[src/rtl/axi4_lite_master.sv]
// AXI4-Lite master: turns a single-beat start/write/addr/data command into AW/W/B or AR/R handshakes.
// Latency 3 cycles from the cmd_start edge to cmd_done with a zero-wait slave; one transaction in flight, cmd_start ignored while busy.
module axi4_lite_master #(
    parameter int ADDR_W = 4,
    parameter int DATA_W = 32
) (
    input  logic              ACLK,
    input  logic              ARESETn,
    input  logic              cmd_start,
    input  logic              cmd_write,
    input  logic [ADDR_W-1:0] cmd_addr,
    input  logic [DATA_W-1:0] cmd_wdata,
    output logic              cmd_ready,
    output logic              cmd_done,
    output logic [DATA_W-1:0] cmd_rdata,
    output logic [1:0]        cmd_resp,
    output logic [ADDR_W-1:0] AWADDR,
    output logic              AWVALID,
    input  logic              AWREADY,
    output logic [DATA_W-1:0] WDATA,
    output logic              WVALID,
    input  logic              WREADY,
    input  logic [1:0]        BRESP,
    input  logic              BVALID,
    output logic              BREADY,
    output logic [ADDR_W-1:0] ARADDR,
    output logic              ARVALID,
    input  logic              ARREADY,
    input  logic [DATA_W-1:0] RDATA,
    input  logic              RVALID,
    output logic              RREADY,
    input  logic [1:0]        RRESP
);

    typedef enum logic [2:0] {
        IDLE,
        W_ADDR_DATA,
        W_RESP,
        R_ADDR,
        R_DATA
    } state_t;

    state_t              state_q, state_d;
    logic                awvalid_q, awvalid_d;
    logic                wvalid_q, wvalid_d;
    logic                bready_q, bready_d;
    logic                arvalid_q, arvalid_d;
    logic                rready_q, rready_d;
    logic                aw_done_q, aw_done_d;
    logic                w_done_q, w_done_d;
    logic                cmd_done_q, cmd_done_d;
    logic [ADDR_W-1:0]   awaddr_q, awaddr_d;
    logic [ADDR_W-1:0]   araddr_q, araddr_d;
    logic [DATA_W-1:0]   wdata_q, wdata_d;
    logic [DATA_W-1:0]   cmd_rdata_q, cmd_rdata_d;
    logic [1:0]          cmd_resp_q, cmd_resp_d;

    logic aw_hs, w_hs, aw_fin, w_fin;

    assign aw_hs  = awvalid_q & AWREADY;
    assign w_hs   = wvalid_q & WREADY;
    assign aw_fin = aw_done_q | aw_hs;
    assign w_fin  = w_done_q | w_hs;

    always_comb begin
        state_d     = state_q;
        awvalid_d   = awvalid_q;
        wvalid_d    = wvalid_q;
        bready_d    = bready_q;
        arvalid_d   = arvalid_q;
        rready_d    = rready_q;
        aw_done_d   = aw_done_q;
        w_done_d    = w_done_q;
        cmd_done_d  = 1'b0;
        awaddr_d    = awaddr_q;
        araddr_d    = araddr_q;
        wdata_d     = wdata_q;
        cmd_rdata_d = cmd_rdata_q;
        cmd_resp_d  = cmd_resp_q;

        unique case (state_q)
            IDLE: begin
                if (cmd_start) begin
                    if (cmd_write) begin
                        awaddr_d  = cmd_addr;
                        wdata_d   = cmd_wdata;
                        awvalid_d = 1'b1;
                        wvalid_d  = 1'b1;
                        bready_d  = 1'b1;
                        aw_done_d = 1'b0;
                        w_done_d  = 1'b0;
                        state_d   = W_ADDR_DATA;
                    end else begin
                        araddr_d  = cmd_addr;
                        arvalid_d = 1'b1;
                        state_d   = R_ADDR;
                    end
                end
            end

            W_ADDR_DATA: begin
                if (aw_hs) begin
                    awvalid_d = 1'b0;
                    aw_done_d = 1'b1;
                end
                if (w_hs) begin
                    wvalid_d = 1'b0;
                    w_done_d = 1'b1;
                end
                // BREADY is already high here, so a B beat coinciding with the last AW/W beat finishes the write
                if (aw_fin && w_fin) begin
                    if (BVALID) begin
                        cmd_resp_d = BRESP;
                        cmd_done_d = 1'b1;
                        bready_d   = 1'b0;
                        state_d    = IDLE;
                    end else begin
                        state_d = W_RESP;
                    end
                end
            end

            W_RESP: begin
                if (BVALID) begin
                    cmd_resp_d = BRESP;
                    cmd_done_d = 1'b1;
                    bready_d   = 1'b0;
                    state_d    = IDLE;
                end
            end

            R_ADDR: begin
                if (ARREADY) begin
                    arvalid_d = 1'b0;
                    rready_d  = 1'b1;
                    state_d   = R_DATA;
                end
            end

            R_DATA: begin
                if (RVALID) begin
                    cmd_rdata_d = RDATA;
                    cmd_resp_d  = RRESP;
                    cmd_done_d  = 1'b1;
                    rready_d    = 1'b0;
                    state_d     = IDLE;
                end
            end

            default: state_d = IDLE;
        endcase
    end

    // Reset input is active-high despite its name
    always_ff @(posedge ACLK or posedge ARESETn) begin
        if (ARESETn) begin
            state_q     <= IDLE;
            awvalid_q   <= 1'b0;
            wvalid_q    <= 1'b0;
            bready_q    <= 1'b0;
            arvalid_q   <= 1'b0;
            rready_q    <= 1'b0;
            aw_done_q   <= 1'b0;
            w_done_q    <= 1'b0;
            cmd_done_q  <= 1'b0;
            awaddr_q    <= '0;
            araddr_q    <= '0;
            wdata_q     <= '0;
            cmd_rdata_q <= '0;
            cmd_resp_q  <= 2'b00;
        end else begin
            state_q     <= state_d;
            awvalid_q   <= awvalid_d;
            wvalid_q    <= wvalid_d;
            bready_q    <= bready_d;
            arvalid_q   <= arvalid_d;
            rready_q    <= rready_d;
            aw_done_q   <= aw_done_d;
            w_done_q    <= w_done_d;
            cmd_done_q  <= cmd_done_d;
            awaddr_q    <= awaddr_d;
            araddr_q    <= araddr_d;
            wdata_q     <= wdata_d;
            cmd_rdata_q <= cmd_rdata_d;
            cmd_resp_q  <= cmd_resp_d;
        end
    end

    assign cmd_ready = (state_q == IDLE);
    assign cmd_done  = cmd_done_q;
    assign cmd_rdata = cmd_rdata_q;
    assign cmd_resp  = cmd_resp_q;
    assign AWADDR    = awaddr_q;
    assign AWVALID   = awvalid_q;
    assign WDATA     = wdata_q;
    assign WVALID    = wvalid_q;
    assign BREADY    = bready_q;
    assign ARADDR    = araddr_q;
    assign ARVALID   = arvalid_q;
    assign RREADY    = rready_q;

endmodule
[config.mk]
export PLATFORM = sky130hd
export DESIGN_NAME = axi4_lite_master
export DESIGN_NICKNAME = d
export VERILOG_FILES = /design/src/rtl/axi4_lite_master.sv
export SDC_FILE = /design/constraint.sdc
export NUM_CORES = 1
export LEC_CHECK = 0
export ABC_CLOCK_PERIOD_IN_PS = 2550
export CAP_MARGIN = 0
export CORE_MARGIN = 10
export CORE_UTILIZATION = 37
export DETAILED_ROUTE_END_ITERATION = 16
export PLACE_DENSITY = 0.77
export RECOVER_POWER = 50
export SETUP_SLACK_MARGIN = 0.3
export SYNTH_ARGS = -nofsm -noshare
export SYNTH_HDL_FRONTEND = slang
export SYNTH_SLANG_ARGS = --single-unit
[constraint.sdc]
create_clock -name ACLK -period 2.55 [get_ports ACLK]
set_input_delay 0.255 -clock ACLK [delete_from_list [all_inputs] [get_ports ACLK]]
set_output_delay 0.255 -clock ACLK [all_outputs]
set_load 0.05 [all_outputs]
==> results of run 1 <==
-- routing by layer --
metal,track usage,vias up,part of all wire
li1,-,1315,-
met1,0.173,1274,0.43
met2,0.215,118,0.44
met3,0.0718,7,0.12
met4,0.0389,0,0.0077
met5,0,-,0
-- worst min path at each step --
| stage | from | end | slack [ns] | depth (start not counted) |
|---|---|---|---|---|
| floorplan | BVALID | BREADY$_DFFE_PP0P_ | 0.36 | 1 |
| global placement | WDATA[8]$_DFFE_PP0P_ | WDATA[8]$_DFFE_PP0P_ | 0.46 | 2 |
| detailed placement | WDATA[5]$_DFFE_PP0P_ | WDATA[5]$_DFFE_PP0P_ | 0.46 | 2 |
| CTS | ARESETn | WDATA[6]$_DFFE_PP0P_ | 0.32 | 2 |
| global route | cmd_wdata[3] | WDATA[3]$_DFFE_PP0P_ | 0.41 | 3 |
| finish | cmd_wdata[6] | WDATA[6]$_DFFE_PP0P_ | 0.43 | 3 |
-- layout make-up --
cell class,instances,area [sq um],share of cell area
clock buffer,10,138,0.0262
clock inverter,6,46.3,0.00881
inverter,6,23.8,0.00452
multi-input combinational,198,1150,0.219
sequential,85,2130,0.405
tap,108,135,0.0257
timing repair buffer,166,1640,0.312
-- cell families (layout without fill, tap and decap cells) --
group / after synthesis / count (layout)
flip-flops: 85 / 85
multiplexers: 41 / 41
buffers and inverters: 19 / 188
AND/OR/NAND/NOR: 133 / 133
AO/OA/AOI/OAI: 24 / 24
-- worst max-delay path, cell delays in order, from the launching register on --
cell and delay [ns]:
dfrtp_1 0.53, nor3_1 0.42, dlygate4sd2_1 0.59
-- state kept, by name, indices dropped and copies added (netlist names) --
signal and count:
ARADDR 4, ARVALID 1, AWADDR 4, AWVALID 1, BREADY 1, RREADY 1
WDATA 32, WVALID 1, aw_done_q 1, cmd_done 1, cmd_rdata 32, cmd_resp 2
state_q 3, w_done_q 1
-- what timing repair did --
| item | CTS | global route |
|---|---|---|
| endpoints found under the hold margin | 0 | 0 |
| endpoints found under the setup margin | 1 | 0 |
| gates resized for setup | 1 | 0 |
-- through the flow --
step / power [uW] / cells / hold slack (ns)
2_1_floorplan: 5260 / 302 / 0.360
3_3_place_gp: 6830 / 563 / 0.456
3_5_place_dp: 6910 / 563 / 0.462
4_1_cts: 7810 / 579 / 0.321
5_1_grt: 8070 / 579 / 0.410
6_report: 7650 / 579 / 0.434
-- placed cells by master (no fill, tap or decap), drive strengths merged, types with 4 or more instances in the layout --
master | netlist | layout
clkdlybuf4s50 | 0 | 148
nand2 | 116 | 116
dfrtp | 85 | 85
mux2 | 41 | 41
clkbuf | 4 | 14
dlygate4sd3 | 0 | 12
inv | 6 | 7
a21oi | 6 | 6
o21ai | 6 | 6
nand3 | 4 | 4
-- where the power goes --
| part | switching, uW | total [uW] | internal, uW |
|---|---|---|---|
| sequential | 363 | 2320 | 1960 |
| clock | 497 | 885 | 388 |
| combinational | 2940 | 4440 | 1510 |
==> summary.md, run 1 <==
| Metric | Value |
|---|---|
| CTS tree | `done` |
| Fin area | `between 5000 and 6000 sq um` |
| Share of cells above drive strength 1 | `0.125` |
| Yosys reg bits | `85` |
| Postcts setup bufs | `0` |
| Post-Synth XOR/XNOR Area | `0` |
| Post-synthesis simple-gate area fraction | `0.161` |
| Post-synth top cells | `nand2_1 (116), dfrtp_1 (85), mux2_2 (37)` |
| Post-DRT Antenna Nets | `0` |
| RD Place Congestion | `approximately 0.82` |
| Post-synthesis adder-cell area fraction | `0` |
| Fin nets | `between 500 and 600` |
| Largest net degree at the start of global routing | `a little over 40` |
| Yosys top cell area share | `0.630` |
| Worst Path Required | `2.30 ns` |
| Clock buffer depth | `2` |
| Worst Setup EP | `cmd_ready` |
| Area leader, netlist | `dfrtp_1` |
| ANT cells | `0` |
| Global-route wire length before repair | `roughly 15000 um` |
| Capturing point of the worst reg2reg path | `cmd_rdata[5]$_DFFE_PP0P_` |
| Critical path arrival | `between 1.5 and 2 ns` |
| Post-DP Area | `approximately 5100 sq um` |
| GRT overflow | `0` |
| Mapped Area | `3380 sq um` |
| Avg WL per Cell | `16.8 um` |
| H-tree Lvls | `3` |
| Hold/Removal Path Class | `in -> reg` |
| Die Wd | `116 um` |
| MaxCap Viol Count | `0` |
| Starting Density | `0.383` |
| Synth top area cells | `dfrtp_1 (63%), nand2_1 (13%), mux2_2 (12%), mux2_1 (1.3%), a21oi_1 (0.89%)` |
| Die area | `13300 sq um` |
| Drt first pass iters | `4` |
| Type of origin of the critical path | `flop` |
| Max-slew violations | `0` |
| Final worst slack | `0.419 ns` |
| Synth Area in Compound Gates | `0.0459` |
| Tmin final | `2.13 ns` |
| Layout Skew | `0.0122 ns` |
| VDD IR max | `between 0.0007 and 0.0008 V` |
| Top-level port count | `162` |
| Mux cell area share after synthesis | `0.137` |
| RSZ-0062 raised after global routing | `no` |
| Core area | `approximately 8800 sq um` |
| Inserted Clock Buffers | `9` |
| Largest family of logic cells by synthesized area | `simple AND/OR/NAND/NOR gates` |
| 1st-iter DRT viols | `around 170` |
| Sink Count | `between 80 and 90` |
| Launching point of the worst reg2reg path | `state_q[2]$_DFFE_PP0P_` |
| Register-to-Register Path Depth | `4` |
| Ys flop type | `dfrtp_1` |
| Post-synthesis sequential area ratio | `0.630` |
| # hold bufs at CTS | `0` |
| Final Hold Fails | `0` |
| Measured slew at the worst slew-check pin | `between 1 and 1.5 ns` |
| Status | `finished, final reports clean` |
| Worst-skew pair later-pin latency | `approximately 0.34 ns` |
| Pre-CTS WS | `approximately 0.56 ns` |
| Syn Inst Count | `~300` |
| Antenna violations before repair | `0` |
| Synthesis warning total | `0` |
| Worst Setup SP | `state_q[0]$_DFFE_PP0P_` |
| Ys async rst share | `1.00` |
| Vias | `around 2700` |
| CTS clock-pin slew for the worst setup and hold paths | `0.09 ns` |
| Total GRT Usage | `0.141` |
| Most used standard cell by instance count after synthesis | `nand2_1` |
| TNS Setup | `0 ns` |
| Chip height | `around 120 um` |
| IO Port Bufs | `about 160` |
| Utilization after layout | `0.597` |
| Layout area overhead | `55.7%` |
| Routed wire length | `a little under 10000 um` |
| Critical Path End Type | `output pin` |
| Vias in the first global route | `between 2000 and 3000` |
| Setup violators final | `0` |
| Flop2flop setup slack | `approximately 0.50 ns` |
| Critical path class | `reg -> out` |
| Slew HR | `0.275` |
| Netlist cell types | `30` |
| Root Driver | `clkbuf_8` |
| Final Cycle Share | `0.836` |
| Syn Nets | `approximately 380` |
| Leakage Power | `around 0.0024 uW` |
| Via density per instance | `4.69` |
| Site row count | `34` |
| Max Clk Rate | `roughly 0.47 GHz` |
| Mean Syn Cell Area | `11.2 sq um` |
| DRC | `0` |
| EDFF count, synth | `0` |
| CP max FO | `13` |
| Power per cell area | `around 1500 nW/um^2` |
| Fillers | `between 700 and 800` |
| Hpwl dp | `7460 um` |
No activity file was read; power rests on OpenSTA's default activity.
==> inputs of run 2 (changes only) <==
ABC_CLOCK_PERIOD_IN_PS = 2000   (was 2550)
CORE_UTILIZATION = 41   (was 37)
PLACE_DENSITY = 0.81   (was 0.77)
clock period = 2 ns   (was 2.55 ns; I/O delays follow)
==> summary.md, run 2 (synthesis gave the netlist of run 1 again) <==
| Metric | Value |
|---|---|
| Via density per instance | `roughly 4.7` |
| CP max FO | `12` |
| Hold/Removal Path Class | `in -> reg` |
| Pre-CTS WS | `roughly 0.099 ns` |
| Vias | `2742` |
| Die area | `around 12000 sq um` |
| Core area | `approximately 8100 sq um` |
| DRC | `0` |
| CTS clock-pin slew for the worst setup and hold paths | `about 0.080 ns` |
| Chip height | `around 110 um` |
| Sink Count | `between 80 and 90` |
| Starting Density | `0.415` |
| Root Driver | `clkbuf_8` |
| Setup violators final | `0` |
| Hold path endpoint | `WDATA[12]$_DFFE_PP0P_` |
| Post-DRT Antenna Nets | `0` |
| Routed wire length | `approximately 9700 um` |
| Site row count | `33` |
| Postcts setup bufs | `0` |
| Total power | `roughly 9400 uW` |
| Flop2flop setup slack | `between 0.2 and 0.3 ns` |
| RSZ-0062 raised after global routing | `no` |
| Crit-path slowest cell | `dfrtp_1` |
| Share of cells above drive strength 1 | `0.137` |
| GRT overflow | `0` |
| Total GRT Usage | `0.156` |
| Max-slew violations | `0` |
| Hold depth | `3` |
| Utilization after layout | `0.643` |
| Status | `finished, final reports clean` |
| Crit path cell chain | `inv_1 > nand3_1 > mux2_2 > mux2_1` |
| Die Wd | `between 100 and 150 um` |
| Antenna violations before repair | `0` |
| Launching point of the worst reg2reg path | `state_q[1]$_DFFE_PP0P_` |
| Slew HR | `0.412` |
| Max Clk Rate | `approximately 0.57 GHz` |
| Tmin final | `roughly 1.7 ns` |
| Final Cycle Share | `0.874` |
| Hpwl dp | `roughly 7500 um` |
| Worst-skew pair later-pin latency | `roughly 0.35 ns` |
| Layout area overhead | `54.8%` |
| ANT cells | `0` |
| Placed cells | `562` |
| VDD IR max | `approximately 0.0010 V` |
| Largest net degree at the start of global routing | `42` |
| Drt first pass iters | `4` |
| Fin nets | `549` |
| Layout Skew | `0.0100 ns` |
| MaxCap Viol Count | `0` |
| Non-Filler Instances | `between 500 and 600` |
| Inserted Clock Buffers | `9` |
| Critical path arrival | `1.97 ns` |
| RD Place Congestion | `between 0.7 and 0.8` |
| Measured slew at the worst slew-check pin | `approximately 0.9 ns` |
| Type of origin of the critical path | `flop` |
| Most frequent cells in the layout | `nand2_1 (116), dfrtp_1 (81), clkdlybuf4s50_1 (79), dlygate4sd2_1 (79), mux2_2 (37)` |
| Min-delay src | `cmd_wdata[12]` |
| H-tree Lvls | `3` |
| Slowest stage delay, CP | `0.64 ns` |
| IO Port Bufs | `between 150 and 200` |
| Commonest non-fill, non-tap cell in the layout | `nand2_1` |
| CTS tree | `done` |
| Power per cell area | `around 1800 nW/um^2` |
| Critical path class | `reg -> reg` |
| Final worst slack | `0.253 ns` |
| Top-level port count | `162` |
| Worst Path Required | `between 2 and 2.5 ns` |
| Clock buffer depth | `2` |
| TNS Setup | `0 ns` |
| Register-to-Register Path Depth | `4` |
| Leakage Power | `about 0.0026 uW` |
| Avg WL per Cell | `~17 um` |
| Critical Path End Type | `flop` |
| Capturing point of the worst reg2reg path | `cmd_resp[0]$_DFFE_PP0P_` |
| Vias in the first global route | `2845` |
| 1st-iter DRT viols | `about 240` |
| Final Hold Fails | `0` |
| Global-route wire length before repair | `between 15000 and 20000 um` |
[run 2: stage by stage]
step                hold slack [ns]  instance area, sq um
finish                        0.377                  5230
global route                  0.358                  5230
CTS                           0.226                  5250
detailed placement            0.461                  5160
global placement              0.457                  5160
floorplan                     0.305                  3390
[run 2: worst max-delay path by stage]
stage,from,endpoint,slack (ns),cells after the start
2_1_floorplan,state_q[0]$_DFFE_PP0P_,AWADDR[0]$_DFFE_PP0P_,0.32,6
4_1_cts,cmd_done$_DFF_PP0_,cmd_done,0.30,1
3_5_place_dp,AWREADY,cmd_resp[0]$_DFFE_PP0P_,0.1,5
3_3_place_gp,AWREADY,cmd_resp[1]$_DFFE_PP0P_,0.15,5
5_1_grt,state_q[1]$_DFFE_PP0P_,cmd_resp[0]$_DFFE_PP0P_,0.16,4
6_report,state_q[1]$_DFFE_PP0P_,cmd_resp[0]$_DFFE_PP0P_,0.25,4
[run 2: worst max-delay path, delay by kind of cell (launching register included)]
| kind | cells | cell delay [ns] |
|---|---|---|
| muxes | 2 | 0.66 |
| DFF | 1 | 0.64 |
| and+or+nand+nor | 1 | 0.18 |
| buffers and inverters | 1 | 0.15 |
[run 2: power breakdown]
part	total [uW]	internal (uW)	switching, uW
clock network	1190	609	583
registers	2970	2510	464
logic	5240	1480	3760
[run 2: layer usage]
layer	up-vias	track usage	wire, um
met5	-	0	0
met4	0	0.0339	56
met3	4	0.0725	906
met2	114	0.256	4690
met1	1306	0.183	4030
li1	1318	-	-
[run 2: layout make-up]
type                    count  area (sq um)
well taps                 105           131
fillers                   715          2910
flip-flops and latches     85          2130
repair buffers            168          1580
clock inverters             4          47.5
inverters                   6          23.8
clock buffers              12           145
multi-input cells         198          1170
[run 2: timing repair]
item	CTS	global route
pin swaps	0	0
endpoints found under the setup margin	81	22
hold buffers	0	0
gates resized for setup	80	3
==> inputs of run 3 (changes only) <==
SETUP_SLACK_MARGIN = 0.15   (was 0.3)
SLEW_MARGIN = 40   (was default)
==> summary.md, run 3 (synthesis gave the netlist of run 1 again) <==
| Metric | Value |
|---|---|
| Grt peak-use layer | `met2` |
| Worst Path Required | `1.80 ns` |
| Max Clk Rate | `around 0.56 GHz` |
| Sink Count | `85` |
| Fin nets | `550` |
| RSZ-0062 raised after global routing | `no` |
| Most frequent cells in the layout | `clkdlybuf4s50_1 (159), nand2_1 (116), dfrtp_1 (85)` |
| Power per cell area | `around 1900 nW/um^2` |
| Vias in the first global route | `2945` |
| Met1 usage | `0.175` |
| Final worst slack | `0.222 ns` |
| Top delay family on crit path | `flip-flops` |
| DRC | `0` |
| Share of cells above drive strength 1 | `0.129` |
| GRT overflow | `0` |
| Global-route wire length before repair | `about 16000 um` |
| Post-DRT Antenna Nets | `0` |
| Sequential power share | `0.298` |
| Clock buffer depth | `2` |
| Post-DP Area | `between 5000 and 6000 sq um` |
| Pre-CTS WS | `roughly 0.12 ns` |
| Tmin final | `between 1.5 and 2 ns` |
| CTS clock-pin slew for the worst setup and hold paths | `0.08 ns` |
| Vias | `2777` |
| Net Sw Frac | `0.486` |
| Routed wire length | `9770 um` |
| Status | `finished, final reports clean` |
| Layout area overhead | `57.6%` |
| Critical Path End Type | `output pin` |
| ANT cells | `0` |
| Postcts setup bufs | `0` |
| Setup violators final | `0` |
| Max-slew violations | `0` |
| H-tree Lvls | `3` |
| Fin area | `roughly 5300 sq um` |
| Multi-input logic area | `between 1000 and 1500 sq um` |
| Hpwl dp | `7720 um` |
| Grt met3 use | `0.0693` |
| Total GRT Usage | `0.157` |
| Hold/Removal Path Class | `in -> reg` |
| Net Sw Power | `4830 uW` |
| Core area | `between 8000 and 9000 sq um` |
| IO Port Bufs | `161` |
| Worst-skew pair later-pin latency | `0.34 ns` |
| Int Pwr | `5110 uW` |
| Die area | `~12000 sq um` |
| Crit-path slowest cell | `dfrtp_1` |
| Flop2flop setup slack | `between 0.2 and 0.3 ns` |
| Drt first pass iters | `4` |
| Critical path arrival | `approximately 1.6 ns` |
| Inserted Clock Buffers | `9` |
| Leakage Power | `roughly 0.0024 uW` |
| Final Cycle Share | `0.889` |
| Clock Power Share | `0.120` |
| Sequential cell area | `around 2100 sq um` |
| Critical path class | `reg -> out` |
| Buf/Inv on CP | `1` |
| Comb power frac | `0.582` |
| TNS Setup | `0 ns` |
| Top-level port count | `162` |
| Fillers | `about 660` |
| Crit path cell chain | `nor3_1 > buf_4` |
| Via density per instance | `4.80` |
| Avg WL per Cell | `between 15 and 20 um` |
| Site row count | `33` |
| Non-Filler Instances | `between 500 and 600` |
| Root Driver | `clkbuf_8` |
| RD Place Congestion | `roughly 0.8` |
| Type of origin of the critical path | `flop` |
| Fin Hold WS | `~0.37 ns` |
| MaxCap Viol Count | `0` |
| Layout Skew | `~0.012 ns` |
| Starting Density | `0.415` |
| Die Wd | `approximately 110 um` |
| Slowest stage delay, CP | `between 0.5 and 0.6 ns` |
| CP max FO | `12` |
| Measured slew at the worst slew-check pin | `a little under 0.9 ns` |
| Commonest non-fill, non-tap cell in the layout | `clkdlybuf4s50_1` |
| # hold bufs at CTS | `0` |
| Post-CTS sizing | `0` |
| Largest net degree at the start of global routing | `42` |
| Placed cells | `around 560` |
| 1st-iter DRT viols | `112` |
| Slew HR | `0.412` |
| Chip height | `111 um` |
| CTS tree | `done` |
| Antenna violations before repair | `0` |
| Final Hold Fails | `0` |
| Met2 Usage GRT | `0.261` |
| VDD IR max | `0.000952 V` |
[run 3: final cells by class]
class | count | share of cell area
clock buffers | 12 | 0.0273
multi-input cells | 198 | 0.218
inverters | 6 | 0.00447
clock inverters | 4 | 0.00893
flip-flops and latches | 85 | 0.400
repair buffers | 169 | 0.317
well taps | 105 | 0.0247
[run 3: power groups by stage]
| stage | logic [uW] | clock network [uW] | registers, uW |
|---|---|---|---|
| after global placement | 5790 | 0 | 2960 |
| after floorplan | 1160 | 0 | 5560 |
| after detailed placement | 5880 | 0 | 3020 |
| after global routing | 6060 | 1310 | 3090 |
| after CTS | 5890 | 1220 | 2980 |
| final | 5780 | 1190 | 2970 |
[run 3: tightest hold or removal path: cells and delay by family]
| family | cells | cell delay [ns] |
|---|---|---|
| AND/OR/NAND/NOR | 2 | 0.09 |
| buffers and inverters | 1 | 0.39 |
[run 3: per-stage QoR]
step            util  power (uW)
6_report       0.654        9940
5_1_grt        0.654       10500
4_1_cts        0.659       10100
3_5_place_dp   0.635        8890
3_3_place_gp   0.635        8750
2_1_floorplan      -        6720
[run 3: final timing paths]
check	startpoint	endpoint	cells after the start
worst max-delay path	state_q[1]$_DFFE_PP0P_	cmd_ready	2
worst min-delay path	cmd_wdata[5]	WDATA[5]$_DFFE_PP0P_	3
worst max register to register	state_q[1]$_DFFE_PP0P_	ARADDR[2]$_DFFE_PP0P_	3
worst min register to register	WDATA[3]$_DFFE_PP0P_	WDATA[3]$_DFFE_PP0P_	2
max in group asynchronous	ARESETn	ARADDR[2]$_DFFE_PP0P_	3
min in group asynchronous	ARESETn	AWADDR[3]$_DFFE_PP0P_	2
[run 3: per-layer routing]
layer  share of wire  wire length [um]
met5               0                 0
met4           0.014               138
met3           0.098               960
met2            0.49              4760
met1            0.40              3920
